## src/rtl/alu_pkg.sv

```systemverilog
// Shared definitions for the ALU issue stage: op encodings, sequencer states, datapath width.
// Latency: n/a (declarations only).
// Backpressure: n/a.
package alu_pkg;

    localparam int WIDTH = 8;

    localparam logic [2:0] OP_ADD   = 3'b000;
    localparam logic [2:0] OP_SUB   = 3'b001;
    localparam logic [2:0] OP_AND   = 3'b010;
    localparam logic [2:0] OP_OR    = 3'b011;
    localparam logic [2:0] OP_XOR   = 3'b100;
    localparam logic [2:0] OP_NOT   = 3'b101;
    localparam logic [2:0] OP_INC   = 3'b110;
    localparam logic [2:0] OP_CLEAR = 3'b111;

    typedef enum logic [1:0] {
        ST_IDLE = 2'd0,
        ST_EXEC = 2'd1,
        ST_DONE = 2'd2
    } seq_state_e;

endpackage

```

## src/rtl/alu_8bit.sv

```systemverilog
// Combinational 8-bit ALU; carry is only meaningful for ADD (carry out) and SUB (borrow).
// Latency: zero cycles, purely combinational.
// Backpressure: none, no handshake.
module alu_8bit
    import alu_pkg::*;
(
    input  logic [WIDTH-1:0] a,
    input  logic [WIDTH-1:0] b,
    input  logic [2:0]       sel,
    output logic [WIDTH-1:0] result,
    output logic             carry
);

    logic [WIDTH:0] wide;

    // Op decode; INC wraps silently with carry held at 0.
    always_comb begin
        wide   = '0;
        result = '0;
        carry  = 1'b0;
        case (sel)
            OP_ADD: begin
                wide   = {1'b0, a} + {1'b0, b};
                result = wide[WIDTH-1:0];
                carry  = wide[WIDTH];
            end
            OP_SUB: begin
                wide   = {1'b0, a} - {1'b0, b};
                result = wide[WIDTH-1:0];
                carry  = wide[WIDTH];
            end
            OP_AND:   result = a & b;
            OP_OR:    result = a | b;
            OP_XOR:   result = a ^ b;
            OP_NOT:   result = ~a;
            OP_INC:   result = a + WIDTH'(1);
            default:  result = '0;
        endcase
    end

endmodule

```

## src/rtl/alu_op_sequencer.sv

```systemverilog
// Issue stage for alu_8bit: accepts a command, repeats it in_rep+1 times feeding the result back as A.
// Latency: accept on edge 0, out_valid rises after edge in_rep+1.
// Backpressure: one command in flight; in_ready low until the result is taken with out_ready in DONE.
module alu_op_sequencer
    import alu_pkg::*;
#(
    parameter int REP_W = 3,
    parameter int WIDTH = 8
) (
    input  logic             clk,
    input  logic             rst_n,
    input  logic             in_valid,
    output logic             in_ready,
    input  logic [WIDTH-1:0] in_a,
    input  logic [WIDTH-1:0] in_b,
    input  logic [2:0]       in_sel,
    input  logic [REP_W-1:0] in_rep,
    input  logic             in_use_acc,
    output logic             out_valid,
    input  logic             out_ready,
    output logic [WIDTH-1:0] out_result,
    output logic             out_carry,
    output logic             out_carry_any,
    output logic             out_zero,
    output logic [WIDTH-1:0] acc,
    output logic             busy
);

    seq_state_e       state_q, state_d;
    logic [WIDTH-1:0] a_q, a_d, b_q, b_d;
    logic [2:0]       sel_q, sel_d;
    logic [REP_W-1:0] iter_q, iter_d;
    logic             last_carry_q, last_carry_d;
    logic             carry_any_q, carry_any_d;
    logic [WIDTH-1:0] result_q, result_d;
    logic             zero_q, zero_d;
    logic [WIDTH-1:0] acc_q, acc_d;

    logic [WIDTH-1:0] alu_result;
    logic             alu_carry;

    alu_8bit u_alu (
        .a      (a_q),
        .b      (b_q),
        .sel    (sel_q),
        .result (alu_result),
        .carry  (alu_carry)
    );

    // Next-state and datapath: latch on accept, iterate in EXEC, hold everything in DONE.
    always_comb begin
        state_d      = state_q;
        a_d          = a_q;
        b_d          = b_q;
        sel_d        = sel_q;
        iter_d       = iter_q;
        last_carry_d = last_carry_q;
        carry_any_d  = carry_any_q;
        result_d     = result_q;
        zero_d       = zero_q;
        acc_d        = acc_q;
        case (state_q)
            ST_IDLE: begin
                if (in_valid) begin
                    a_d         = in_use_acc ? acc_q : in_a;
                    b_d         = in_b;
                    sel_d       = in_sel;
                    iter_d      = in_rep;
                    carry_any_d = 1'b0;
                    state_d     = ST_EXEC;
                end
            end
            ST_EXEC: begin
                a_d          = alu_result;
                last_carry_d = alu_carry;
                carry_any_d  = carry_any_q | alu_carry;
                if (iter_q == '0) begin
                    result_d = alu_result;
                    zero_d   = (alu_result == '0);
                    acc_d    = alu_result;
                    state_d  = ST_DONE;
                end else begin
                    iter_d = iter_q - REP_W'(1);
                end
            end
            ST_DONE: begin
                if (out_ready) begin
                    state_d = ST_IDLE;
                end
            end
            default: state_d = ST_IDLE;
        endcase
    end

    // State registers; reset drops any in-flight command and clears the accumulator.
    always_ff @(posedge clk or negedge rst_n) begin
        if (!rst_n) begin
            state_q      <= ST_IDLE;
            a_q          <= '0;
            b_q          <= '0;
            sel_q        <= '0;
            iter_q       <= '0;
            last_carry_q <= 1'b0;
            carry_any_q  <= 1'b0;
            result_q     <= '0;
            zero_q       <= 1'b0;
            acc_q        <= '0;
        end else begin
            state_q      <= state_d;
            a_q          <= a_d;
            b_q          <= b_d;
            sel_q        <= sel_d;
            iter_q       <= iter_d;
            last_carry_q <= last_carry_d;
            carry_any_q  <= carry_any_d;
            result_q     <= result_d;
            zero_q       <= zero_d;
            acc_q        <= acc_d;
        end
    end

    assign in_ready      = (state_q == ST_IDLE);
    assign out_valid     = (state_q == ST_DONE);
    assign busy          = (state_q != ST_IDLE);
    assign out_result    = result_q;
    assign out_carry     = last_carry_q;
    assign out_carry_any = carry_any_q;
    assign out_zero      = zero_q;
    assign acc           = acc_q;

endmodule

```

## config.mk

```make
export PLATFORM = sky130hd
export DESIGN_NAME = alu_op_sequencer
export DESIGN_NICKNAME = d
export VERILOG_FILES = /design/src/rtl/alu_pkg.sv /design/src/rtl/alu_8bit.sv /design/src/rtl/alu_op_sequencer.sv
export SDC_FILE = /design/constraint.sdc
export NUM_CORES = 1
export LEC_CHECK = 0
export CORE_ASPECT_RATIO = 1.1
export CORE_MARGIN = 4
export CORE_UTILIZATION = 30
export CTS_CLUSTER_DIAMETER = 50
export DETAILED_ROUTE_END_ITERATION = 16
export DONT_BUFFER_PORTS = 1
export HOLD_SLACK_MARGIN = 0.15
export PLACE_DENSITY_LB_ADDON = 0.3
export SYNTH_ARGS = -nofsm -noshare
export SYNTH_HDL_FRONTEND = slang
export SYNTH_SLANG_ARGS = --single-unit
export TNS_END_PERCENT = 30
```

## constraint.sdc

```tcl
create_clock -name clk -period 2.8 [get_ports clk]
set_clock_uncertainty 0.2 [all_clocks]
set_input_delay 0.56 -clock clk [delete_from_list [all_inputs] [get_ports clk]]
set_output_delay 0.56 -clock clk [all_outputs]
set_load 0.05 [all_outputs]
```

==> results_dict.tcl <==
set metrics [dict create \
    grt_max_degree 36 \
    fin_ws_ps 117 \
    min_from "out_ready" \
    critical_path_cell_count 10 \
    hold_path_end "state_q[1]$_DFFE_PN0P_" \
    wl_per_cell_um 16.5 \
    r2r-start "a_q[0]$_DFFE_PN0P_" \
    r2r_cells 10 \
    cp_slowest_stage_delay_ps 420 \
    area_delta_synth_final_pct 11.9 \
    start_kind "flop" \
    worstHoldPathType "input port to flop" \
    rrSetupSlack_ps 120 \
    route.vias.total 2514 \
    htree_levels 2 \
    yosysWarnings 0 \
    yosysMostFrequentCell "nand2_1" \
    hold_viol_final 0 \
    fp.dieW_um 103 \
    portBuffers 0 \
    cts-root-buf "clkbuf_8" \
    final_layout_size_suffix_gt1_frac 0.159 \
    cp_num_buf_inv 1 \
    drt_wl_total_um 7930 \
    cts_tree "built" \
    grt-ovfl-total 0 \
    syn_area_per_cell_um2 8.45 \
    start_util 0.313 \
    dp_hpwl_um 6190 \
    use_met2 0.237 \
    cp_slowest_cell "or4_4" \
    crit_type "flop to flop" \
    maxCapViolCount 0 \
    stdcell_count 481 \
    n_antenna_cell 0 \
    hold_depth 1 \
    clkTransAtPathRegs_ps 80 \
    finalCritPeriodShare 0.958 \
    finalWeightedCongestion 0.883 \
    cts_buffer_depth 2 \
    crit_chain "inv_1 -> ha_2 -> fa_2 -> o21ba_2 -> or4_4 -> nand2_2 -> xnor2_1 -> a221oi_2 -> a21oi_1 -> o22a_1" \
    drv_slew 0 \
    dr.pass1.iters 4 \
    core_um2 9490 \
    status "complete, no violations" \
    ant_nets 0 \
    drt_iter0_markers 135 \
    critical_path.top_delay_family "compound AO/OA/AOI/OAI gates" \
    numCtsBuffers 5 \
    grt_busiest_layer "met2" \
    cp_data_required_time_ps 2780 \
    antenna_found_initial 0 \
    synth_top_area_cell "dfrtp_1" \
    end_kind "flop" \
    arrival_ps 2670 \
    place_ws_ps 39.4 \
    synth-async-reset-ratio 1.00 \
    r2r-end "a_q[6]$_DFFE_PN0P_" \
    grt_pass1_vias 2664 \
    grtUsageMet3 0.0267 \
    finalNetCount 420 \
    ys_seq_area_frac 0.295 \
    via_per_inst 5.23 \
    tns_ps 0 \
    syn_area_um2 2970 \
    grt_use_total 0.142 \
    tightest_slew_ps 916 \
    slew_headroom 0.390 \
    grt_first_pass_wirelength_um 13200 \
    finalSetupViolCount 0 \
    rows 37 \
    insertion_delay_ps 290 \
    synth_top_cell_area_share 0.295 \
    synth.net_count 408 \
    synthTopCellsByArea "dfrtp_1 (30%), ha_1 (12%), nand2_1 (5.8%)" \
    netlist_top_cells_count "nand2_1 (46), dfrtp_1 (35), o21ai_0 (32)" \
    synth_edf_count 0 \
    holdWs_ps 169 \
    synth-seq-cells 35 \
    syn_inst 351 \
    dieHeight_um 112 \
    use_met1 0.179 \
    layout_min_cycle_time_ps 2680 \
    ys.flop_type "dfrtp_1" \
    dp_cells 470 \
    critPathMaxFanout 3 \
    route.detailed.drc 0 \
    ios 49 \
    cts_sinks 35 \
    yosys.cell_types.count 54 \
    max_freq_mhz 373 \
    fp.dieArea_um2 11500 \
]
-- final cells by class --
class	count	area [um2]
fill	947	6170
sequential	35	877
clock inverter	2	12.5
clock buffer	6	72.6
multi-input combinational	259	1840
tap	117	146
timing repair buffer	32	255
inverter	30	113
-- kinds of logic after synthesis --
kind of cell               share of synthesized area
DFF                                            0.295
xor gates and xnor gates                      0.0384
and+or+nand+nor                                0.159
buffers and inverters                         0.0890
muxes                                         0.0624
adders and majority gates                      0.132
AOI/OAI and AO/OA                              0.225
-- flip-flops by register name, summed over array words and instances, names as in the netlist --
register,count
b_q,8
iter_q,3
out_carry,1
out_carry_any,1
a_q,8
sel_q,3
acc,8
out_zero,1
state_q,2
-- worst reg2reg max path, cell delays in order, from the launching register on --
cell and delay [ps]:
dfrtp_1 350, inv_1 60, ha_2 190, fa_2 340
o21ba_2 240, or4_4 420, nand2_2 90, xnor2_1 70
a221oi_2 310, a21oi_1 110, o22a_1 190
-- routing by layer --
metal | wire length, um | vias up
li1 | - | 1246
met1 | 3470 | 1201
met2 | 3990 | 52
met3 | 254 | 15
met4 | 212 | 0
met5 | 0 | -
-- placed cells by master (no fill, tap or decap), types with 8 or more instances in the layout --
master    n
a21oi_1  18
buf_4    30
dfrtp_1  34
ha_1     27
inv_1    27
mux2i_1  14
nand2_1  45
nand3_1   8
nor2_1   18
o21ai_0  32
xnor2_1  10
-- how the worst max path moves through the flow --
| stage | startpoint | to | slack, ps |
|---|---|---|---|
| final | a_q[0]$_DFFE_PN0P_ | a_q[6]$_DFFE_PN0P_ | 120 |
| after global routing | a_q[0]$_DFFE_PN0P_ | a_q[4]$_DFFE_PN0P_ | -20 |
| after CTS | b_q[0]$_DFFE_PN0P_ | a_q[6]$_DFFE_PN0P_ | 10 |
| after detailed placement | b_q[0]$_DFFE_PN0P_ | a_q[6]$_DFFE_PN0P_ | 40 |
| after global placement | a_q[0]$_DFFE_PN0P_ | a_q[6]$_DFFE_PN0P_ | 70 |
| after floorplan | a_q[0]$_DFFE_PN0P_ | a_q[6]$_DFFE_PN0P_ | 50 |
-- per-stage QoR --
step	util	instance area, um2
floorplan	-	2970
global placement	0.335	3180
detailed placement	0.335	3180
CTS	0.347	3290
global route	0.350	3320
finish	0.350	3320
-- timing repair --
action,CTS,global route
resized for setup,0,8
setup endpoints to repair,1,5
setup buffers,0,1
gates cloned,0,0
hold endpoints to repair,35,0
hold buffers,2,0
pin swaps,1,5
Power is left out: the tool's default activity adds up to more than one toggle a clock period on the data nets, which glitch-free logic cannot reach.
